**config.mk**
```make
export PLATFORM = sky130hd
export DESIGN_NAME = fir_requant_decim
export DESIGN_NICKNAME = d
export VERILOG_FILES = /design/src/rtl/fir_pkg.sv /design/src/rtl/sample_fifo.sv /design/src/rtl/fir_requant_decim.sv
export SDC_FILE = /design/constraint.sdc
export NUM_CORES = 1
export LEC_CHECK = 0
export BUFFER_PORTS_ARGS = -buffer_cell sky130_fd_sc_hd__buf_2
export CORE_UTILIZATION = 55
export DETAILED_ROUTE_END_ITERATION = 8
export GPL_TIMING_DRIVEN = 0
export HOLD_SLACK_MARGIN = 0.08
export PLACE_DENSITY = 0.85
export SYNTH_ARGS = -nofsm -noshare
export SYNTH_HDL_FRONTEND = slang
export SYNTH_HIERARCHICAL = 1
export SYNTH_SLANG_ARGS = --single-unit
```
**constraint.sdc**
```tcl
create_clock -name clk -period 4.4 [get_ports clk]
set_clock_uncertainty 0.2 [all_clocks]
set_input_delay 0.22 -clock clk [delete_from_list [all_inputs] [get_ports clk]]
set_output_delay 0.22 -clock clk [all_outputs]
set_load 0.005 [all_outputs]
```
**src/rtl/fir_pkg.sv**
```systemverilog
// Shared definitions for the FIR bank and its requantizing stages.
package fir_pkg;

  localparam int FIR_OUT_W = 16;
  localparam int FIR_ACC_W = 58;

  typedef struct packed {
    logic signed [FIR_OUT_W-1:0] val;
    logic                        sat;
  } sat_round_t;

  // Round-half-up, arithmetic right shift by 'shift', then clamp to a signed
  // out_w-bit range. The 64-bit working width holds any accumulator up to 63
  // bits plus the rounding constant without overflow. out_w must not exceed
  // FIR_OUT_W.
  function automatic sat_round_t sat_round(input logic signed [63:0] x,
                                           input int shift,
                                           input int out_w);
    logic signed [63:0] r;
    logic signed [63:0] hi;
    logic signed [63:0] lo;
    sat_round_t         res;
    r   = (x + (64'sd1 <<< (shift - 1))) >>> shift;
    hi  = (64'sd1 <<< (out_w - 1)) - 64'sd1;
    lo  = -(64'sd1 <<< (out_w - 1));
    res.sat = 1'b1;
    if (r > hi) begin
      res.val = FIR_OUT_W'(hi);
    end else if (r < lo) begin
      res.val = FIR_OUT_W'(lo);
    end else begin
      res.val = FIR_OUT_W'(r);
      res.sat = 1'b0;
    end
    return res;
  endfunction

endpackage

```
**src/rtl/sample_fifo.sv**
```systemverilog
// Synchronous W x DEPTH FIFO with registered storage; head is read directly
// from storage so the output has no combinational path from the write side.
module sample_fifo #(
  parameter int W     = 16,
  parameter int DEPTH = 4
) (
  input  logic         clk,
  input  logic         reset,
  input  logic         push,
  input  logic         pop,
  input  logic [W-1:0] wdata,
  output logic [W-1:0] rdata,
  output logic         empty,
  output logic         full
);

  localparam int          AW       = $clog2(DEPTH);
  localparam int          CW       = AW + 1;
  localparam logic [CW-1:0] FULL_CNT = CW'(DEPTH);

  logic [W-1:0]  mem_q [DEPTH];
  logic [W-1:0]  mem_d [DEPTH];
  logic [AW-1:0] wr_ptr_q, wr_ptr_d;
  logic [AW-1:0] rd_ptr_q, rd_ptr_d;
  logic [CW-1:0] count_q, count_d;
  logic          do_push, do_pop;

  assign empty = (count_q == '0);
  assign full  = (count_q == FULL_CNT);
  assign rdata = mem_q[rd_ptr_q];

  // Accept pop when non-empty; accept push when not full or when a pop frees a slot
  always_comb begin
    do_pop   = pop && !empty;
    do_push  = push && (!full || do_pop);
    mem_d    = mem_q;
    wr_ptr_d = wr_ptr_q;
    rd_ptr_d = rd_ptr_q;
    count_d  = count_q;
    if (do_push) begin
      mem_d[wr_ptr_q] = wdata;
      wr_ptr_d        = wr_ptr_q + AW'(1);
    end
    if (do_pop) begin
      rd_ptr_d = rd_ptr_q + AW'(1);
    end
    if (do_push && !do_pop) begin
      count_d = count_q + CW'(1);
    end else if (!do_push && do_pop) begin
      count_d = count_q - CW'(1);
    end
  end

  // Pointer, count and storage registers; storage cleared so the head reads 0 after reset
  always_ff @(posedge clk) begin
    if (reset) begin
      mem_q    <= '{default: '0};
      wr_ptr_q <= '0;
      rd_ptr_q <= '0;
      count_q  <= '0;
    end else begin
      mem_q    <= mem_d;
      wr_ptr_q <= wr_ptr_d;
      rd_ptr_q <= rd_ptr_d;
      count_q  <= count_d;
    end
  end

endmodule

```
**src/rtl/fir_requant_decim.sv**
```systemverilog
// Requantizes the FIR accumulator to sample width, decimates by a runtime
// factor and streams results out through a small FIFO.
// Optional feature macro: FIR_REQUANT_SATCNT_EN adds the saturating
// sat_count port counting every clamped sample.
module fir_requant_decim
  import fir_pkg::*;
#(
  parameter int IN_W       = FIR_ACC_W,
  parameter int OUT_W      = FIR_OUT_W,
  parameter int SHIFT      = 15,
  parameter int FIFO_DEPTH = 4,
  parameter int DECIM_W    = 8
) (
  input  logic                    clk,
  input  logic                    reset,
  input  logic signed [IN_W-1:0]  in,
  input  logic                    in_valid,
  input  logic [DECIM_W-1:0]      decim,
  output logic signed [OUT_W-1:0] out_data,
  output logic                    out_valid,
  input  logic                    out_ready,
  output logic                    overflow
`ifdef FIR_REQUANT_SATCNT_EN
  ,
  output logic [15:0]             sat_count
`endif
);

  sat_round_t               rq;
  logic signed [OUT_W-1:0]  data_p1_d, data_p1_q;
  logic                     sat_p1_d;
  logic                     vld_p1_d, vld_p1_q;
  logic [DECIM_W-1:0]       dcnt_d, dcnt_q;
  logic                     overflow_d, overflow_q;
  logic                     sel;
  logic                     pop;
  logic                     fifo_empty, fifo_full;
  logic [OUT_W-1:0]         fifo_rdata;

  // ---- stage p0 -> p1: round, shift, saturate ----

  // Requantize the incoming accumulator sample
  always_comb begin
    rq        = sat_round(64'(in), SHIFT, OUT_W);
    data_p1_d = OUT_W'(rq.val);
    sat_p1_d  = rq.sat;
    vld_p1_d  = in_valid;
  end

  // Valid bit of the requantized stage; reset flushes it so in-flight samples are lost
  always_ff @(posedge clk) begin
    if (reset) begin
      vld_p1_q <= 1'b0;
    end else begin
      vld_p1_q <= vld_p1_d;
    end
  end

  // Requantized sample payload, qualified by vld_p1_q
  always_ff @(posedge clk) begin
    data_p1_q <= data_p1_d;
  end

  // ---- stage p1 -> FIFO: decimate, push, overflow ----

  // Keep every (decim+1)th valid sample; decim is only sampled on reload
  always_comb begin
    sel        = vld_p1_q && (dcnt_q == '0);
    pop        = out_valid && out_ready;
    dcnt_d     = dcnt_q;
    if (vld_p1_q) begin
      dcnt_d = (dcnt_q == '0) ? decim : (dcnt_q - DECIM_W'(1));
    end
    overflow_d = overflow_q || (sel && fifo_full && !pop);
  end

  // Decimation counter and sticky overflow flag
  always_ff @(posedge clk) begin
    if (reset) begin
      dcnt_q     <= '0;
      overflow_q <= 1'b0;
    end else begin
      dcnt_q     <= dcnt_d;
      overflow_q <= overflow_d;
    end
  end

  sample_fifo #(
    .W     (OUT_W),
    .DEPTH (FIFO_DEPTH)
  ) u_fifo (
    .clk   (clk),
    .reset (reset),
    .push  (sel),
    .pop   (pop),
    .wdata (data_p1_q),
    .rdata (fifo_rdata),
    .empty (fifo_empty),
    .full  (fifo_full)
  );

  assign out_data  = fifo_rdata;
  assign out_valid = !fifo_empty;
  assign overflow  = overflow_q;

`ifdef FIR_REQUANT_SATCNT_EN
  logic        sat_p1_q;
  logic [15:0] sat_count_d, sat_count_q;

  // Saturation flag travels with the p1 payload
  always_ff @(posedge clk) begin
    sat_p1_q <= sat_p1_d;
  end

  // Count every clamped valid sample, selected or not; stick at all-ones
  always_comb begin
    sat_count_d = sat_count_q;
    if (vld_p1_q && sat_p1_q && (sat_count_q != 16'hFFFF)) begin
      sat_count_d = sat_count_q + 16'd1;
    end
  end

  // Saturation counter register
  always_ff @(posedge clk) begin
    if (reset) begin
      sat_count_q <= '0;
    end else begin
      sat_count_q <= sat_count_d;
    end
  end

  assign sat_count = sat_count_q;
`else
  logic sat_unused;
  assign sat_unused = sat_p1_d;
`endif

endmodule

```
; Word level (Yosys, flattened, before mapping)
; Cells that the tools add are included.
[word_totals]
regBits = 97
latchBits = 0
mem_bits_rw = 0
mem_bits_ro = 0
input_bits = 70
mem_count = 0
[op_classes]
n_addsub = 6
mul = 0
n_div = 0
magnitude_cmp = 5
n_eq_ne = 1
shifts = 0
mux = 10
bitwise = 2
reduce_logical = 19
[ops]
columns = op, n
row1 = $bwmux 64, 1
row2 = $mux 16, 4
row3 = $add 58x16->59 const B, 1
row4 = $gt 44x16->1 const B, 1
row5 = $lt 44x16->1 const B, 1
row6 = $bmux 16 s2, 1
row7 = $demux 16 s2, 1
row8 = $logic_and 1x1->1, 9
row9 = $logic_not 8->1, 1
row10 = $mux 8, 1
row11 = $sub 8x1->8 const B, 1
row12 = $ge 3x3->1 const B, 2
row13 = $mux 3, 2
row14 = $not 2->3, 2
row15 = $logic_not 1->1, 5
row16 = $add 2x1->2 const B, 2
row17 = $add 3x1->3 const B, 1
row18 = $eq 3x3->1 const B, 1
row19 = $logic_not 3->1, 1
row20 = $lt 3x1->1 const B, 1
row21 = $sub 3x1->3 const B, 1
row22 = $logic_or 1x1->1, 2
row23 = $reduce_bool 2->1, 1

; Depth between registers and ports, before layout
; Gate-level depths: netlist (run 1).
[depth]
word_depth = 10
depth_mapped = 13
mapped_depth_nobuf = 11

; By module
; The synthesis (run 1) kept the hierarchy.
[modules_own_cells]
columns = mod, instances, cells_per_inst, area_each_um2
row1 = sample_fifo, 1, 290, 3343.2
row2 = fir_requant_decim, 1, 291, 2270.9

; Least setup slack after synthesis (run 1)
; OpenSTA, ideal clock, no wires.
[synth_timing]
path_kind = flip-flop to flip-flop
startpoint = register dcnt_q[2]
endpoint = register u_fifo.count_q[2]
arrival_ps = 3255
path_slack_ps = 875
path_stages_with_launch = 13
path_buffers = 2
cell_sequence = dfxtp_1 -> or4_1 -> nor4b_1 -> and2_1 -> clkbuf_1 -> clkbuf_1 -> and2_1 -> ha_1 -> inv_1 -> fa_1 -> xor2_1 -> or3_1 -> a21oi_1
[synth_via]
elab_chain_cells = 6
elab_cells_between_ends = 8
cone_classes = 1 x mux / 7 x reduce/logical
[synth_lines]
columns = element, line_no
row1 = start: declaration, fir_requant_decim.sv:33  ; logic [DECIM_W-1:0] dcnt_d, dcnt_q;
row2 = start signal: assignment, fir_requant_decim.sv:83  ; dcnt_q <= dcnt_d;
row3 = $logic_not 8->1 (*), fir_requant_decim.sv:68  ; sel = vld_p1_q && (dcnt_q == '0);
row4 = $logic_and 1x1->1 (*), fir_requant_decim.sv:68
row5 = via sel, fir_requant_decim.sv:35  ; logic sel;
row6 = $logic_and 1x1->1 (*), sample_fifo.sv:35  ; do_push = push && (!full || do_pop);
row7 = via u_fifo.do_push, sample_fifo.sv:26  ; logic do_push, do_pop;
row8 = $logic_not 1->1, sample_fifo.sv:49  ; end else if (!do_push && do_pop) begin
row9 = $logic_and 1x1->1, sample_fifo.sv:49
row10 = $reduce_bool 2->1 (no line), -
row11 = end signal: assignment, sample_fifo.sv:65  ; count_q <= count_d;
row12 = end: declaration, sample_fifo.sv:25  ; logic [CW-1:0] count_q, count_d;
; The timed path passes the listed nets; every way through them passes the cells marked *.
; A chain may end at the register's enable or synchronous reset.

; Worst setup path after layout (run 1)
; Same ends and word-level chain as after synthesis.

==> impl_metrics.env, run 1 <==
export IMPL_io_pin_count=88
export IMPL_ant_nets=0
export IMPL_synth_area_um2=5610
export IMPL_grt_pass1_vias=4707
export IMPL_max_stage_delay_ns=0.57
export IMPL_syn_num_nets=661
export IMPL_fillCellCount=754
export IMPL_grt_pass1_wl_um=22300
export IMPL_die_w_um=103
export IMPL_crit_required_ns=4.50
export IMPL_worst_path_stages=12
export IMPL_critPathTopFamily="simple AND/OR/NAND/NOR gates"
export IMPL_cts_buffers=9
export IMPL_rsz0062_at_grt="no"
export IMPL_place_congestion=0.980
export IMPL_setup_viol_count_final=0
export IMPL_fin_crit_ns=4.00
export IMPL_most_common_layout_cells="dfxtp_1 (97), nand2b_1 (83), buf_2 (73), mux2i_1 (65), dlygate4sd3_1 (32)"
export IMPL_rows=36
export IMPL_place_area_um2=6130
export IMPL_synthCells=581
export IMPL_dp_cells=784
export IMPL_fin_setup_tns_ns=0
export IMPL_antenna_found_initial=0
export IMPL_synth_distinct_cells=58
export IMPL_ff_latch_area_um2=1940
export IMPL_synth_ff_type="dfxtp_1"
export IMPL_async_flop_share=0
export IMPL_hold_class="input port to register"
export IMPL_ir_worst_vdd_mv=0.181
export IMPL_cp_arrival_ns=4.09
export IMPL_drc=0
export IMPL_drive_above_1_share=0.202
export IMPL_syn_area_per_cell_um2=9.66
export IMPL_clock_sinks=97
export IMPL_antennaDiodeCount=0
export IMPL_grt_usage=0.276
export IMPL_h_tree_depth=3
export IMPL_fmax_mhz=250
export IMPL_hold_viol=0
export IMPL_viasPerCell=5.71
export IMPL_path_class="register to register"
export IMPL_die_h_um=103
export IMPL_worstSkewPairLatency_ns=0.36
export IMPL_leakage_nw=2.76
export IMPL_slew_headroom=0.562
export IMPL_synth_seq_area_share=0.346
export IMPL_post_cts_setup_buffers=0
export IMPL_preCtsSetupSlack_ns=0.460
export IMPL_stdcell_count=831
export IMPL_synth_seq_cells=97
export IMPL_core_area_um2=9820
export IMPL_multi_input_area_um2=3450
export IMPL_tritoncts="done"
export IMPL_r2r_cells=12
export IMPL_design_area_um2=6660
export IMPL_final_common_cell="dfxtp_1"
export IMPL_via_count=4744
export IMPL_min_path_cells=4
export IMPL_routed_wirelength_um=13800
export IMPL_worst_pin_slew_ns=0.652
export IMPL_drt_first_pass_iters=5
export IMPL_die_area_um2=10600
export IMPL_num_nets_final=774
export IMPL_synth_edf_count=0
export IMPL_ctsHoldBuffers=32
export IMPL_crit_fanout=9
export IMPL_end_kind="register"
export IMPL_wl_per_cell_um=16.5
export IMPL_yosys_warnings=6
export IMPL_cp_start_kind="register"
export IMPL_cap_violations=0
export IMPL_synthToLayoutAreaGrowth_pct=18.6
export IMPL_port_buffers=70
export IMPL_post_dp_hpwl_um=10000
export IMPL_drtIter0Drc=192
export IMPL_min_period_over_period=0.908
export IMPL_grt_start_max_net_pins=16
export IMPL_fin_ws_ns=0.404
export IMPL_gr_total_overflow=0
export IMPL_outcome="complete, no violations"
export IMPL_post_cts_resized=0
export IMPL_initial_core_util=0.572
export IMPL_clk_path_buf_depth=2
export IMPL_clk_pin_slew_worst_paths_ns=0.09
export IMPL_ctsRootBufferMaster="clkbuf_8"
export IMPL_cp_num_buf_inv=3
export IMPL_finalMaxSlewViolations=0
export IMPL_cp_slowest_cell="or4_1"
export IMPL_p_per_area_nw_per_um2=308
export IMPL_crit_chain="or4_1 -> nor4b_1 -> and2_1 -> clkbuf_1 -> clkbuf_1 -> and2_1 -> ha_1 -> inv_1 -> fa_1 -> xor2_1 -> or3_1 -> a21oi_1"
[tightest hold or removal path, cell delays in order]
cell     delay, ns
buf_2         0.13
ha_1          0.14
inv_1         0.04
o21ai_1       0.10
[path summary, 6_finish.rpt]
| check | end | start | slack (ns) |
|---|---|---|---|
| setup / recovery | u_fifo/count_q[2]$_SDFFE_PP0P_ | dcnt_q[2]$_SDFFE_PP0P_ | 0.40 |
| hold / removal | data_p1_q[0]$_SDFF_PN1_ | in[14] | 0.10 |
| setup reg to reg | u_fifo/count_q[2]$_SDFFE_PP0P_ | dcnt_q[2]$_SDFFE_PP0P_ | 0.40 |
| hold reg to reg | overflow$_SDFF_PP0_ | overflow$_SDFF_PP0_ | 0.27 |
[area by class of cell]
| class | instances | area share |
|---|---|---|
| buffer | 30 | 0.0267 |
| clock buffer | 10 | 0.0192 |
| clock inverter | 5 | 0.0122 |
| inverter | 13 | 0.00733 |
| multi-input combinational | 441 | 0.517 |
| sequential | 97 | 0.292 |
| tap | 133 | 0.0250 |
| timing repair buffer | 102 | 0.101 |
[synth_stat cells, drive strengths merged (2+ instances only)]
cell type	count	area, um2
nor2	27	101
a22oi	2	15.0
nor4	14	121
nor2b	5	31.3
or3	8	50.1
mux4	16	360
mux2i	65	651
clkbuf	18	68.8
o21ai	21	143
nand4	20	131
xor2	13	114
o31ai	2	15.0
a211oi	2	15.0
nor3	21	115
nand3	20	120
a22o	2	17.5
or4	3	26.3
nand2b	83	519
a21oi	11	58.8
o21a	2	15.0
nor3b	3	22.5
nand4b	2	17.5
and3	8	55.1
mux2	2	22.5
dfxtp	97	1940
buf	12	109
o22ai	2	12.5
inv	13	48.8
and4b	2	20.0
ha	9	113
xnor2	26	228
and4	11	98.8
nand2	25	93.8
and2	4	25.0
[state kept, by name (all words and copies together) (netlist names)]
signal / count
data_p1_q: 16
dcnt_q: 8
overflow: 1
u_fifo/count_q: 3
u_fifo/mem_q: 64
u_fifo/rd_ptr_q: 2
u_fifo/wr_ptr_q: 2
vld_p1_q: 1
[per-layer routing]
| layer | wire [um] | share of wire | track usage | vias up |
|---|---|---|---|---|
| met2 | 7110 | 0.52 | 0.508 | 137 |
| met3 | 556 | 0.040 | 0.0366 | 30 |
| li1 | - | - | - | 2313 |
| met4 | 320 | 0.023 | 0.107 | 0 |
| met5 | 0 | 0 | 0 | - |
| met1 | 5770 | 0.42 | 0.324 | 2264 |
[through the flow]
| stage | util | hold slack [ns] | total power [mW] |
|---|---|---|---|
| 2_1_floorplan | - | 0.148 | 1.28 |
| 3_3_place_gp | 0.624 | 0.233 | 1.40 |
| 3_5_place_dp | 0.624 | 0.241 | 1.43 |
| 4_1_cts | 0.678 | 0.0938 | 2.05 |
| 5_1_grt | 0.678 | 0.132 | 2.16 |
| 6_report | 0.678 | 0.102 | 2.05 |
[logic make-up after synthesis]
logic type | synth area share
AND/OR/NAND/NOR | 0.281
flip-flops | 0.346
multiplexers | 0.184
AO/OA/AOI/OAI | 0.0637
buffers and inverters | 0.0403
XOR/XNOR | 0.0608
adder cells (fa/ha/maj) | 0.0236
[report_power, final]
group	switching [mW]	internal [mW]
clock network	0.289	0.317
registers	0.0425	0.929
logic	0.250	0.224
(Power assumes the default switching activity.)
==> run 2: changes to the inputs <==
--- a/config.mk
+++ b/config.mk
@@ -5,7 +5,7 @@
 export SDC_FILE = /design/constraint.sdc
 export NUM_CORES = 1
 export LEC_CHECK = 0
-export BUFFER_PORTS_ARGS = -buffer_cell sky130_fd_sc_hd__buf_2
+export BUFFER_PORTS_ARGS = -buffer_cell sky130_fd_sc_hd__clkbuf_2
 export CORE_UTILIZATION = 55
 export DETAILED_ROUTE_END_ITERATION = 8
 export GPL_TIMING_DRIVEN = 0
==> impl_metrics.env, run 2 (synthesized netlist as in run 1, its figures left out) <==
export IMPL_utilization=0.680
export IMPL_fmax_mhz=248
export IMPL_cp_start_kind="register"
export IMPL_grt_pass1_vias=4743
export IMPL_place_area_um2=6130
export IMPL_clk_path_buf_depth=2
export IMPL_viasPerCell=5.76
export IMPL_most_common_layout_cells="dfxtp_1 (97), nand2b_1 (83), clkbuf_2 (71), mux2i_1 (65), dlygate4sd3_1 (29)"
export IMPL_io_pin_count=88
export IMPL_die_h_um=103
export IMPL_highest_layer="met4"
export IMPL_r2r_cells=12
export IMPL_die_area_um2=10600
export IMPL_post_dp_hpwl_um=10000
export IMPL_cts_buffers=9
export IMPL_num_nets_final=771
export IMPL_outcome="complete, no violations"
export IMPL_hold_viol=0
export IMPL_largest_reg_flops=64
export IMPL_routed_wirelength_um=14000
export IMPL_post_cts_resized=0
export IMPL_power_total_mw=2.15
export IMPL_fillCellCount=755
export IMPL_cp_arrival_ns=4.13
export IMPL_path_class="register to register"
export IMPL_grt_start_max_net_pins=17
export IMPL_drt_met1_wl_um=5820
export IMPL_crit_required_ns=4.50
export IMPL_regToRegSetupSlack_ns=0.37
export IMPL_r2r_start="dcnt_q[2]$_SDFFE_PP0P_"
export IMPL_fin_crit_ns=4.03
export IMPL_worstSkewPairLatency_ns=0.37
export IMPL_tritoncts="done"
export IMPL_drc=0
export IMPL_setup_viol_count_final=0
export IMPL_design_area_um2=6670
export IMPL_finalMaxSlewViolations=0
export IMPL_wl_met3_um=664
export IMPL_port_buffers=70
export IMPL_antennaDiodeCount=0
export IMPL_grt_usage=0.279
export IMPL_final_common_cell="dfxtp_1"
export IMPL_leakage_nw=2.76
export IMPL_rsz0062_at_grt="no"
export IMPL_initial_core_util=0.572
export IMPL_rows=36
export IMPL_top_register="u_fifo/mem_q"
export IMPL_worst_pin_slew_ns=0.682
export IMPL_hp_start="in[18]"
export IMPL_drive_above_1_share=0.205
export IMPL_clk_pin_slew_worst_paths_ns=0.09
export IMPL_h_tree_depth=3
export IMPL_whs_endpoint="data_p1_q[3]$_SDFF_PN1_"
export IMPL_gr_total_overflow=0
export IMPL_met2_length_um=7300
export IMPL_core_area_um2=9820
export IMPL_drtIter0Drc=182
export IMPL_via_count=4774
export IMPL_place_congestion=0.997
export IMPL_ctsRootBufferMaster="clkbuf_8"
export IMPL_fin_setup_tns_ns=0
export IMPL_synthToLayoutAreaGrowth_pct=18.9
export IMPL_end_kind="register"
export IMPL_top_regs="u_fifo/mem_q (64), data_p1_q (16), dcnt_q (8)"
export IMPL_antenna_found_initial=0
export IMPL_ir_worst_vdd_mv=0.198
export IMPL_hold_class="input port to register"
export IMPL_min_path_cells=4
export IMPL_r2r_end="u_fifo/count_q[2]$_SDFFE_PP0P_"
export IMPL_p_per_area_nw_per_um2=322
export IMPL_wl_per_cell_um=16.9
export IMPL_crit_fanout=9
export IMPL_clock_sinks=97
export IMPL_die_w_um=103
export IMPL_ant_nets=0
export IMPL_drt_first_pass_iters=4
export IMPL_slew_headroom=0.545
export IMPL_cap_violations=0
export IMPL_min_period_over_period=0.916
export IMPL_grt_pass1_wl_um=22500
[run 2: cell types whose count changed in the layout (fill, tap and decap cells not counted)]
cell           delta
clkbuf_2         +70
buf_2            -70
clkbuf_1          -1
bufinv_16         +1
clkinv_4          +1
clkbuf_8          +1
dlygate4sd3_1     -3
clkinv_2          -1
[run 2: final cells by class]
cell class / count / area (um2) / share of cell area
Tap cell: 133 / 166 / 0.0249
Multi-Input combinational cell: 441 / 3450 / 0.516
Sequential cell: 97 / 1940 / 0.291
Buffer: 30 / 178 / 0.0266
Clock inverter: 6 / 115 / 0.0172
Clock buffer: 10 / 138 / 0.0206
Inverter: 13 / 48.8 / 0.00731
Timing Repair Buffer: 99 / 641 / 0.0960
[run 2: worst max-delay path: stages, from the launching register on]
cell	delay (ns)
dfxtp_1	0.38
or4_1	0.60
nor4b_1	0.48
and2_1	0.20
clkbuf_1	0.25
clkbuf_1	0.38
and2_1	0.26
ha_1	0.21
inv_1	0.06
fa_1	0.37
xor2_1	0.15
or3_1	0.30
a21oi_1	0.13
[run 2: routing by layer]
metal  up-vias  track usage
li1       2320            -
met1      2274        0.322
met2       159        0.509
met3        21       0.0502
met4         0        0.111
met5         -            0
[run 2: how the worst max path moves through the flow]
stage / from / endpoint / depth (start not counted)
final: dcnt_q[2]$_SDFFE_PP0P_ / u_fifo/count_q[2]$_SDFFE_PP0P_ / 12
after global routing: dcnt_q[2]$_SDFFE_PP0P_ / u_fifo/count_q[2]$_SDFFE_PP0P_ / 12
after CTS: dcnt_q[2]$_SDFFE_PP0P_ / u_fifo/count_q[2]$_SDFFE_PP0P_ / 12
after detailed placement: dcnt_q[2]$_SDFFE_PP0P_ / u_fifo/count_q[2]$_SDFFE_PP0P_ / 12
after global placement: dcnt_q[2]$_SDFFE_PP0P_ / u_fifo/count_q[2]$_SDFFE_PP0P_ / 12
after floorplan: dcnt_q[2]$_SDFFE_PP0P_ / u_fifo/count_q[2]$_SDFFE_PP0P_ / 12
[run 2: through the flow]
| stage | worst slack, ns | cells | hold slack (ns) |
|---|---|---|---|
| 3_5_place_dp | 0.499 | 784 | 0.254 |
| 5_1_grt | 0.112 | 829 | 0.131 |
| 2_1_floorplan | 0.875 | 581 | 0.148 |
| 6_report | 0.369 | 829 | 0.121 |
| 3_3_place_gp | 0.584 | 784 | 0.235 |
| 4_1_cts | 0.475 | 829 | 0.108 |
[run 2: power by group]
group	leakage (nW)	internal, mW	switching, mW
sequential	0.790	0.929	0.0420
combinational	1.85	0.219	0.252
clock	0.123	0.395	0.309
[run 2: timing repair]
item                                   CTS  global route
hold buffers                            29             0
buffers inserted                         0             0
endpoints found under the hold margin   24             0
